`src/rtl/ppm_encoder.sv`:
```
// ppm_encoder: 8-channel PPM frame generator.
//
// Purpose
//   Produces a standard RC-style PPM stream. Each frame is 8 channel periods,
//   a closing pulse and a sync gap. A channel period starts with a PULSE_US
//   separator pulse at the pulse level. The rest of the period is idle level.
//   Every duration is counted in 1 us ticks taken from a CLK_DIV prescaler.
//
// Parameters
//   CLK_DIV      CLK cycles per 1 us tick
//   FRAME_US     nominal frame length in us
//   PULSE_US     separator pulse width in us
//   SYNC_MIN_US  minimum sync gap in us
//   DEFAULT_US   channel value loaded at reset
//
// Ports
//   CLK          the only clock
//   RSTn         asynchronous active-low reset
//   En           encoder enable; low forces IDLE on the next cycle
//   Dat_In       8 x 11-bit channel values in us, channel k at [11k+10:11k]
//   Dat_Rdy      one-cycle strobe that marks Dat_In valid
//   Sig_Out      PPM stream (idle high, pulse low unless PPM_INVERT_EN)
//   Frame_Start  one-cycle pulse on the first PULSE cycle of channel 0
//   state_dbg    current FSM state encoding (observation only)
//
// Handshake: Dat_Rdy is a fire-and-forget strobe with no ready/back-pressure.
//   On every cycle with Dat_Rdy=1, the clamped Dat_In is captured into the
//   pending set. A later strobe overwrites it. The pending set moves to the
//   active set only in LOAD, so a frame in progress never changes.
//
// Configuration macro
//   PPM_INVERT_EN  when defined, Sig_Out is inverted at the output. The idle
//                  level becomes low and the pulse level becomes high. Timing
//                  is the same in both builds.

module ppm_encoder #(
    parameter int CLK_DIV     = 50,
    parameter int FRAME_US    = 20000,
    parameter int PULSE_US    = 400,
    parameter int SYNC_MIN_US = 3000,
    parameter int DEFAULT_US  = 1500
) (
    input  logic        CLK,
    input  logic        RSTn,
    input  logic        En,
    input  logic [87:0] Dat_In,
    input  logic        Dat_Rdy,
    output logic        Sig_Out,
    output logic        Frame_Start,
    output logic [2:0]  state_dbg
);

    typedef enum logic [2:0] {
        S_IDLE  = 3'd0,
        S_LOAD  = 3'd1,
        S_PULSE = 3'd2,
        S_SPACE = 3'd3,
        S_SYNC  = 3'd4
    } state_t;

    localparam int               PRE_W    = (CLK_DIV > 1) ? $clog2(CLK_DIV) : 1;
    localparam logic [PRE_W-1:0] PRE_LAST = PRE_W'(CLK_DIV - 1);
    localparam logic [11:0]      CH_MIN   = 12'd800;
    localparam logic [11:0]      CH_MAX   = 12'd2200;
    localparam logic [11:0]      CH_RST   = 12'(DEFAULT_US);

    state_t           state, state_nxt;
    logic [PRE_W-1:0] pre_cnt;
    logic [15:0]      phase_us;   // us elapsed in the current phase
    logic [15:0]      elapsed;    // us since LOAD (pulses and spaces only)
    logic [15:0]      phase_dur;
    logic [15:0]      sync_us;
    logic [16:0]      sync_sum;
    logic [3:0]       idx;        // channel index 0..8; 8 = closing pulse
    logic [11:0]      active  [8];
    logic [11:0]      pending [8];
    logic             pend_flag;
    logic             timed, tick, phase_done, load_copy, sig_raw;

    // An 11-bit field cannot hold anything above 2047. The full-scale code
    // 2047 is treated as saturated and maps to the 2200 us upper limit.
    // Values below 800 are raised to 800.
    function automatic logic [11:0] clamp_ch(input logic [10:0] v);
        if (v == 11'h7FF)
            return CH_MAX;
        else if ({1'b0, v} < CH_MIN)
            return CH_MIN;
        else
            return {1'b0, v};
    endfunction

    // Sync gap is max(FRAME_US - elapsed, SYNC_MIN_US). The check is done as
    // elapsed + SYNC_MIN >= FRAME, so it works when elapsed > FRAME_US.
    always_comb begin
        sync_sum = {1'b0, elapsed} + 17'(SYNC_MIN_US);
        if (sync_sum >= 17'(FRAME_US))
            sync_us = 16'(SYNC_MIN_US);
        else
            sync_us = 16'(FRAME_US) - elapsed;
    end

    always_comb begin
        phase_dur = 16'd0;
        case (state)
            S_PULSE: phase_dur = 16'(PULSE_US);
            S_SPACE: phase_dur = 16'(active[idx[2:0]]) - 16'(PULSE_US);
            S_SYNC:  phase_dur = sync_us;
            default: phase_dur = 16'd0;
        endcase
    end

    assign timed      = (state == S_PULSE) || (state == S_SPACE) || (state == S_SYNC);
    assign tick       = timed && (pre_cnt == PRE_LAST);
    assign phase_done = tick && (phase_us == phase_dur - 16'd1);
    assign load_copy  = (state == S_LOAD) && En && pend_flag;

    // FSM: state register
    always_ff @(posedge CLK or negedge RSTn) begin
        if (!RSTn)
            state <= S_IDLE;
        else
            state <= state_nxt;
    end

    // FSM: next state and Moore outputs
    always_comb begin
        state_nxt   = state;
        sig_raw     = 1'b1;
        Frame_Start = 1'b0;
        if (!En) begin
            state_nxt = S_IDLE;
        end else begin
            case (state)
                S_IDLE:  state_nxt = S_LOAD;
                S_LOAD:  state_nxt = S_PULSE;
                S_PULSE: if (phase_done) state_nxt = (idx == 4'd8) ? S_SYNC : S_SPACE;
                S_SPACE: if (phase_done) state_nxt = S_PULSE;
                S_SYNC:  if (phase_done) state_nxt = S_LOAD;
                default: state_nxt = S_IDLE;
            endcase
        end
        if (state == S_PULSE) begin
            sig_raw = 1'b0;
            // The first cycle of the channel-0 pulse is the only cycle where
            // both counters are zero, because LOAD clears them.
            Frame_Start = (idx == 4'd0) && (phase_us == 16'd0) && (pre_cnt == '0);
        end
    end

    // Prescaler, phase/elapsed counters, channel index, active set
    always_ff @(posedge CLK or negedge RSTn) begin
        if (!RSTn) begin
            pre_cnt  <= '0;
            phase_us <= '0;
            elapsed  <= '0;
            idx      <= '0;
            for (int k = 0; k < 8; k++) active[k] <= CH_RST;
        end else if (!En) begin
            pre_cnt  <= '0;
            phase_us <= '0;
        end else begin
            case (state)
                S_LOAD: begin
                    pre_cnt  <= '0;
                    phase_us <= '0;
                    elapsed  <= '0;
                    idx      <= '0;
                    if (load_copy) active <= pending;
                end
                S_PULSE, S_SPACE, S_SYNC: begin
                    pre_cnt <= tick ? '0 : pre_cnt + PRE_W'(1);
                    if (tick) begin
                        phase_us <= phase_done ? 16'd0 : phase_us + 16'd1;
                        if (state != S_SYNC) elapsed <= elapsed + 16'd1;
                        if (phase_done && state == S_SPACE) idx <= idx + 4'd1;
                    end
                end
                default: begin
                    pre_cnt  <= '0;
                    phase_us <= '0;
                end
            endcase
        end
    end

    // Pending capture. A strobe in the same cycle as a LOAD copy keeps the
    // flag set, so the new data is used by the following frame.
    always_ff @(posedge CLK or negedge RSTn) begin
        if (!RSTn) begin
            pend_flag <= 1'b0;
            for (int k = 0; k < 8; k++) pending[k] <= CH_RST;
        end else if (Dat_Rdy) begin
            pend_flag <= 1'b1;
            for (int k = 0; k < 8; k++) pending[k] <= clamp_ch(Dat_In[11*k +: 11]);
        end else if (load_copy) begin
            pend_flag <= 1'b0;
        end
    end

`ifdef PPM_INVERT_EN
    assign Sig_Out = ~sig_raw;
`else
    assign Sig_Out = sig_raw;
`endif

    assign state_dbg = state;

endmodule

```
`config.mk`:
```
export PLATFORM = sky130hd
export DESIGN_NAME = ppm_encoder
export DESIGN_NICKNAME = d
export VERILOG_FILES = /design/src/rtl/ppm_encoder.sv
export SDC_FILE = /design/constraint.sdc
export NUM_CORES = 1
export LEC_CHECK = 0
export CAP_MARGIN = 10
export CORE_ASPECT_RATIO = 1.75
export CORE_UTILIZATION = 50
export DETAILED_ROUTE_END_ITERATION = 6
export PLACE_DENSITY = 0.73
export SLEW_MARGIN = 25
export SYNTH_ARGS = -nofsm -noshare
export SYNTH_HDL_FRONTEND = slang
export SYNTH_SLANG_ARGS = --single-unit
```
`constraint.sdc`:
```
create_clock -name CLK -period 5 [get_ports CLK]
set_input_delay 0.75 -clock CLK [delete_from_list [all_inputs] [get_ports CLK]]
set_output_delay 0.75 -clock CLK [all_outputs]
set_load 0.05 [all_outputs]
```
==> flow_summary.json, run 1 <==
{
  "clk_pin_slew_ns": 0.07,
  "status": "completed",
  "crit_buf_inv": 1,
  "nFillCells": 2097,
  "place_ws_ns": 0.0704,
  "use_met3": 0.0247,
  "cts.path.max_buffers": 3,
  "postPlaceCellArea_um2": 14300,
  "globalRouteMet2Util": 0.511,
  "syn_area_um2": 12800,
  "clock-sinks": 238,
  "tightest_slew_ns": 0.996,
  "switching_power_mw": 2.08,
  "relSlewSlack": 0.331,
  "worstPathCellList": "mux4_2 -> nor2_1 -> o21bai_1 -> ha_1 -> inv_1 -> o21ai_0 -> xor2_1 -> o32ai_1 -> a21oi_1 -> a21bo_2 -> or4b_4 -> or4_1 -> and3_1 -> o31ai_4 -> o2111ai_4 -> or4_1 -> o211ai_1",
  "first_pass_iters": 5,
  "netlist.area_leader.share": 0.247,
  "final_min_period_over_clock_period": 0.963,
  "ys.flop_type": "dfrtp_1",
  "p_int_mw": 4.54,
  "num_rows": 77,
  "worst_ir_drop_vdd_mv": 0.322,
  "required_ns": 5.44,
  "coreArea_um2": 25100,
  "setup_viol": 0,
  "p_clk_frac": 0.267,
  "skew_ns": 0.00959,
  "ant_nets": 0,
  "critPathSlowestCell": "or4b_4",
  "yosys.cell_types.count": 78,
  "reg2reg_to": "idx[2]",
  "grt_pass1_vias": 10400,
  "crit_type": "reg -> reg",
  "area_growth_pct": 18.7,
  "p_comb_frac": 0.302,
  "cp_max_fo": 6,
  "syn_inst": 1221,
  "p_leak_nw": 6.13,
  "drv_slew": 0,
  "fp.dieH_um": 213,
  "vias": 10100,
  "cpMostUsedCell": "or4_1",
  "fmax_mhz": 208,
  "seq_area_frac_synth": 0.477,
  "die_w_um": 123,
  "synthArstFlopShare": 1.00,
  "cp-start-kind": "flop",
  "path_delay_family": "simple AND/OR/NAND/NOR gates",
  "gr-total-overflow": 0,
  "fin_nets": 1439,
  "htreeDepth": 1,
  "grt_pass1_wl_um": 54200,
  "ys_ff_latch": 238,
  "busiest_layer": "met2",
  "max_cap_viol_count": 0,
  "die-area_um2": 26200,
  "holdBufCountCts": 0,
  "antenna_found_initial": 0,
  "critPathMaxStageDelay_ns": 0.53,
  "syn_nets": 1326,
  "wl_um": 34200,
  "power_density_nw_per_um2": 437,
  "r2r-start": "idx[0]",
  "grtUsageTotal": 0.272,
  "post-route-drc-count": 0,
  "place_hpwl_um": 25800,
  "drt_iter0_markers": 630,
  "arrival_ns": 5.25,
  "synth_most_common_cell": "dfrtp_1",
  "io_pins": 97,
  "seqCellArea_um2": 6100,
  "crit_path_end_kind": "flop",
  "cts_tree": "built",
  "gp_congestion": 0.930,
  "met1_usage": 0.286,
  "port_buffers": 96,
  "yosysWarnings": 0,
  "min_period_ns": 4.81,
  "routed_via_density": 6.06,
  "min_path_type": "in -> async",
  "drive_gt1_frac": 0.253,
  "reg2reg_depth": 17,
  "initial_core_util": 0.508,
  "clockRootBuffer": "clkbuf_16",
  "multi_input_area_um2": 6290,
  "antenna_cells": 0,
  "seq_power_share": 0.431,
  "fin_area_um2": 15200,
  "hold_violations": 0,
  "switching_share": 0.315,
  "fin_ws_ns": 0.185,
  "power.total_mw": 6.62,
  "avgSynthCellArea_um2": 10.5,
  "clk_latency_ns": 0.52,
  "r2r_slack_ns": 0.19,
  "yosys-top-cells-area": "dfrtp_1, dfstp_2, mux2_2, mux4_2, nor2_1",
  "yosys.area.top_type": "dfrtp_1",
  "grt_max_degree": 114,
  "synth_edf_count": 0,
  "cts_buffers": 22,
  "wl_per_cell_um": 20.5,
  "synthTopCellsByCount": "dfrtp_1, dfstp_2, nor2_1, nand2_1, mux2_2"
}
## placed cells by master (no fill, tap or decap), drive strengths merged, types with 34 or more instances in the layout
cell	count
clkdlybuf4s50	94
o21ai	69
nor2	105
clkbuf	34
dfrtp	126
inv	51
buf	57
a22o	35
mux2	90
nand3	56
nand2	96
dfstp	112
xnor2	35
## state kept, by name, indices dropped and copies added, names as in the netlist
signal / cells
active: 96
pending: 96
elapsed: 16
phase_us: 16
pre_cnt: 6
idx: 4
state_dbg: 3
pend_flag: 1
## final cells by class
| type | count | share of cell area |
|---|---|---|
| Clock buffer | 34 | 0.0447 |
| Clock inverter | 6 | 0.00594 |
| Sequential cell | 238 | 0.402 |
| Inverter | 52 | 0.0129 |
| Multi-Input combinational cell | 869 | 0.415 |
| Timing Repair Buffer | 151 | 0.0931 |
| Tap cell | 316 | 0.0261 |
## power groups by stage
stage	Combinational, mW	Sequential (mW)	Clock, mW
after global placement	1.89	2.87	0
after CTS	1.94	2.86	1.80
after detailed placement	1.93	2.88	0
final	2.00	2.86	1.77
after global routing	2.16	2.90	1.87
after floorplan	1.35	2.67	0
## cell families (layout without fill, tap and decap cells)
logic type / Yosys count / in the layout / share of synthesized area
simple gates: 408 / 408 / 0.158
compound gates: 259 / 260 / 0.144
flops: 238 / 238 / 0.477
mux: 127 / 127 / 0.130
buf+inv: 115 / 243 / 0.0368
xor+xnor: 61 / 61 / 0.0418
fa+ha+maj: 13 / 13 / 0.0127
## stage by stage
| stage | cells | hold WS (ns) | utilization | setup TNS, ns |
|---|---|---|---|---|
| floorplan | 1221 | 0.445 | - | 0 |
| global placement | 1624 | 0.462 | 0.569 | 0 |
| detailed placement | 1624 | 0.466 | 0.569 | 0 |
| CTS | 1664 | 0.318 | 0.599 | 0 |
| global route | 1666 | 0.330 | 0.603 | -0.00804 |
| finish | 1666 | 0.251 | 0.603 | 0 |
## worst register-to-register path, stage by stage, from the launching register on
cell and delay (ns):
dfrtp_2 0.46, mux4_2 0.51, nor2_1 0.12, o21bai_1 0.17, ha_1 0.18, inv_1 0.09, o21ai_0 0.23, xor2_1 0.20
o32ai_1 0.10, a21oi_1 0.12, a21bo_2 0.24, or4b_4 0.53, or4_1 0.51, and3_1 0.22, o31ai_4 0.25, o2111ai_4 0.21
or4_1 0.51, o211ai_1 0.09
## routing by layer
| layer | up-vias | wire length (µm) | part of all wire |
|---|---|---|---|
| li1 | 4708 | - | - |
| met2 | 259 | 18900 | 0.55 |
| met3 | 116 | 964 | 0.028 |
| met5 | - | 0 | 0 |
| met4 | 0 | 2130 | 0.062 |
| met1 | 5020 | 12200 | 0.36 |
## how the worst max path moves through the flow
stage,cells after the start,startpoint,to,slack [ns]
final,17,idx[0],idx[2],0.19
after floorplan,20,idx[0],state_dbg[2],0.27
after CTS,17,idx[0],state_dbg[0],0.05
after global placement,17,idx[0],idx[2],0.18
after detailed placement,17,idx[0],state_dbg[0],0.07
after global routing,15,elapsed[3],idx[2],-0.008
## timing repair
action	4_1_cts	5_1_grt
setup endpoints to repair	0	23
setup buffers	0	1
gates resized for setup	0	12
Power figures use the tool's default switching activity.
==> run 2: changes to the inputs <==
- GPL_ROUTABILITY_DRIVEN: default -> 0
==> run 2 against run 1 <==
Effect of this change:
- sequential power is essentially flat
- sequential cell count is the same
- first-iteration DRC count grew 5.2%
- total power grew 2.1%
- combinational power grew 2%
- cell area grew 0.38%
- largest cell class unchanged
- critical endpoint unchanged
- largest power group unchanged
==> flow_summary.json, run 2 (synthesis gave the netlist of run 1 again) <==
{
  "status": "completed",
  "die_w_um": 123,
  "holdWs_ns": 0.213,
  "cts_buffers": 22,
  "place_hpwl_um": 25300,
  "dp_cells": 1624,
  "cp_max_fo": 9,
  "tightest_slew_ns": 1.09,
  "p_leak_nw": 6.16,
  "clock-sinks": 238,
  "mostFrequentLayoutCells": "dfrtp_1, dfstp_2, nor2_1",
  "hold_violations": 0,
  "cp-start-kind": "flop",
  "io_pins": 97,
  "power.total_mw": 6.76,
  "post-route-drc-count": 0,
  "grt_pass1_vias": 10500,
  "fin_area_um2": 15200,
  "min_period_ns": 4.84,
  "clk_pin_slew_ns": 0.07,
  "antenna_cells": 0,
  "vias": 10200,
  "htreeDepth": 1,
  "crit_path_end_kind": "flop",
  "fin_nets": 1438,
  "ant_nets": 0,
  "relSlewSlack": 0.274,
  "wl_um": 33900,
  "antenna_found_initial": 0,
  "grt_max_degree": 114,
  "final_min_period_over_clock_period": 0.969,
  "fin_ws_ns": 0.155,
  "grtUsageTotal": 0.269,
  "arrival_ns": 5.27,
  "setup_viol": 0,
  "coreArea_um2": 25100,
  "initial_core_util": 0.508,
  "final_common_cell": "dfrtp_1",
  "min_path_type": "in -> async",
  "top_regs": "active (96), pending (96)",
  "gr-total-overflow": 0,
  "cts.path.max_buffers": 3,
  "clk_latency_ns": 0.52,
  "num_rows": 77,
  "skew_ns": 0.0116,
  "die-area_um2": 26200,
  "place_ws_ns": 0.0847,
  "clockRootBuffer": "clkbuf_16",
  "port_buffers": 96,
  "fp.dieH_um": 213,
  "postPlaceCellArea_um2": 14300,
  "worst_ir_drop_vdd_mv": 0.364,
  "nFillCells": 2065,
  "routed_via_density": 6.15,
  "grt_pass1_wl_um": 53700,
  "required_ns": 5.43,
  "drv_slew": 0,
  "power_density_nw_per_um2": 445,
  "final_cells": 1665,
  "max_cap_viol_count": 0,
  "drive_gt1_frac": 0.256,
  "fmax_mhz": 206,
  "cts_tree": "built",
  "area_growth_pct": 19.2,
  "first_pass_iters": 5,
  "crit_type": "reg -> reg",
  "wl_per_cell_um": 20.4,
  "drt_iter0_markers": 663
}
-- run 2: changes by cell type in the layout (fill, tap and decap cells not counted), sizes merged --
cell | previous run | this run
clkbuf | 34 | 30
bufinv | 2 | 5
inv | 51 | 52
o2111ai | 4 | 3
-- run 2: critical path: stages (launching register included) --
cell and delay [ns]:
dfrtp_2 0.45, buf_4 0.14, mux4_2 0.50, mux2i_1 0.16, ha_1 0.17, inv_1 0.10, o21ai_0 0.23, xor2_1 0.17
o32ai_1 0.09, a21oi_1 0.15, a21bo_2 0.25, or4b_1 0.48, buf_4 0.19, or2_1 0.24, or4_1 0.49, nand3_2 0.13
o2111ai_4 0.19, or4_1 0.51, o211ai_1 0.10
-- run 2: worst paths after layout --
path | slack (ns) | startpoint | end | cells past startpoint
max | 0.16 | idx[0] | idx[2] | 18
min | 0.21 | RSTn | phase_us[8] | 1
max reg2reg | 0.16 | idx[0] | idx[2] | 18
min reg2reg | 0.48 | pending[82] | pending[82] | 1
max in group asynchronous | 3.66 | RSTn | active[28] | 2
min in group CLK | 0.48 | pending[82] | pending[82] | 1
-- run 2: layout make-up --
class	count	area, µm²	share of cell area
clock buffers	30	622	0.0409
clock inverters	10	190	0.0125
inverters	52	195	0.0128
multi-input cells	868	6300	0.414
flip-flops and latches	238	6100	0.401
well taps	316	395	0.0260
repair buffers	151	1410	0.0928
-- run 2: through the flow --
step                      TNS [ns]  utilization
final                            0        0.605
after floorplan                  0            -
after detailed placement         0        0.569
after global routing        -0.164        0.605
after global placement           0        0.569
after CTS                        0        0.601
-- run 2: repair_timing --
item,in CTS,in global routing
resized for setup,0,18
hold buffers,0,0
endpoints found under the setup margin,0,23
buffers inserted,0,1
-- run 2: power breakdown --
group	switching, mW	internal, mW
Combinational	1.04	0.998
Clock	0.738	1.14
Sequential	0.348	2.50
Total	2.13	4.63
-- run 2: metal layers --
layer,routed length [µm],GRT usage,up-vias
met5,0,0,-
met4,2130,0.167,0
met3,1290,0.0277,117
met2,18800,0.507,317
met1,11700,0.278,5089
li1,-,-,4709
==> patch (flow settings as in run 2) <==
The option `PPM_INVERT_EN` is turned on by a define.
--- a/src/rtl/ppm_encoder.sv
+++ b/src/rtl/ppm_encoder.sv
@@ -33,4 +33,6 @@
 //                  level becomes low and the pulse level becomes high. Timing
 //                  is the same in both builds.
+
+`define PPM_INVERT_EN
 
 module ppm_encoder #(
Formal check against the unedited RTL: not equivalent (a bounded check fails within 4 cycles, from zero or initial values and one cycle with RSTn low).
==> patch against run 2 <==
  * Area after synthesis increased by 1.6%
  * Wire length about the same
  * Sequential cell count unchanged
  * Cell area decreased by 1.3%
  * Global-route usage decreased by 0.34 points
  * Synthesized cell count increased by 13%
  * Setup slack improved by 69 ps
  * Maximum frequency increased by 1.5%
  * Total power decreased by 6.7%
  * First-iteration DRC count increased by 0.75%
  * Critical path type unchanged
  * Critical endpoint is now phase_us[5]$_DFFE_PN0P_
==> patch: results (changes against run 2) <==
- Layout cells sized above 1: 17.2% (was 25.6%)
- R2r setup slk: 220 ps (was 160 ps)
- Clk pwr share: 28.7% (was 27.8%)
- P_comb: 1670 uW (was 2040 uW)
- Reg2Reg Depth: 19 (was 18)
- Crit path max-delay family: compound AO/OA/AOI/OAI gates (was simple AND/OR/NAND/NOR gates)
- Inst Count DP: 1,743 (was 1,624)
- Setup crit end: phase_us[5]$_DFFE_PN0P_ (was idx[2]$_DFFE_PN0P_)
- Post-DP HPWL: 25,300 microns (about the same)
- Crit-path max FO: 15 (was 9)
- Met3 usage in global routing: 2.87% (was 2.77%)
- Post-synthesis compound-gate area fraction: 16.5% (was 14.4%)
- Power density cells: 420 nW/um^2 (was 445 nW/um^2)
- Switching pwr: 2030 uW (was 2130 uW)
- Distinct cells, synth: 87 (was 78)
- Drt wl/cell: 19.0 microns (was 20.4 microns)
- CTS buffer count: 23 (was 22)
- Worst Setup SP: elapsed[3]$_DFFE_PN0P_ (was idx[0]$_DFFE_PN0P_)
- Synth Area in XOR/XNOR: 3.85% (was 4.18%)
- Synth Area per Inst: 9.38 sq um (was 10.5 sq um)
- Peak VDD IR: 291 uV (was 364 uV)
- Met1 Usage GRT: 27.6% (was 27.8%)
- Post-synthesis sequential area ratio: 47.0% (was 47.7%)
- First-pass GRT wire length: 54,300 microns (was 53,700 microns)
- Post-place setup slack: 101 ps (was 84.7 ps)
- Status: complete, no violations (unchanged)
- Pin count of the biggest net entering global routing: 104 (was 114)
- Crit path time final: 4780 ps (was 4840 ps)
- Fill count: 2,179 (was 2,065)
- Adder-cell share of the synthesized area: 1.25% (was 1.27%)
- Via density: 5.88 (was 6.15)
- Final instance area: 15,000 sq um (was 15,200 sq um)
- Worst slew margin relative to its limit: 36.2% (was 27.4%)
- Post-DP Area: 14,200 sq um (was 14,300 sq um)
- Vias: 10,500 (was 10,200)
- CP max stage cell: or4b_4 (was or4_1)
patch: cell types whose count changed after synthesis, sizes merged, moves of 10 or more:
cell / change
nand2: +105
mux2: -57
nand3: -10
clkbuf: +14
mux2i: +15
o2bb2ai: -15
a31oi: -10
a22o: -35
o21ai: +70
o22ai: +25
inv: +51
nor2b: +10
patch: routing by layer:
layer	routed length, microns	part of all wire [%]	vias to the layer above
li1	-	-	4971
met2	18300	54	300
met5	0	0	-
met1	12000	36	5111
met3	1110	3.3	122
met4	2500	7.4	0
patch: area by class of cell:
class	count	area share, %
multi-input combinational	973	41.4
sequential	238	40.6
tap	316	2.63
clock inverter	9	0.733
clock buffer	32	4.54
timing repair buffer	117	7.63
inverter	100	2.50
patch: worst register-to-register path: cells and delay by family (launching register included):
| kind | cells | cell delay (ps) |
|---|---|---|
| DFF | 1 | 450 |
| adders and majority gates | 2 | 510 |
| and+or+nand+nor | 5 | 1230 |
| AOI/OAI and AO/OA | 10 | 2170 |
| buffers and inverters | 2 | 330 |
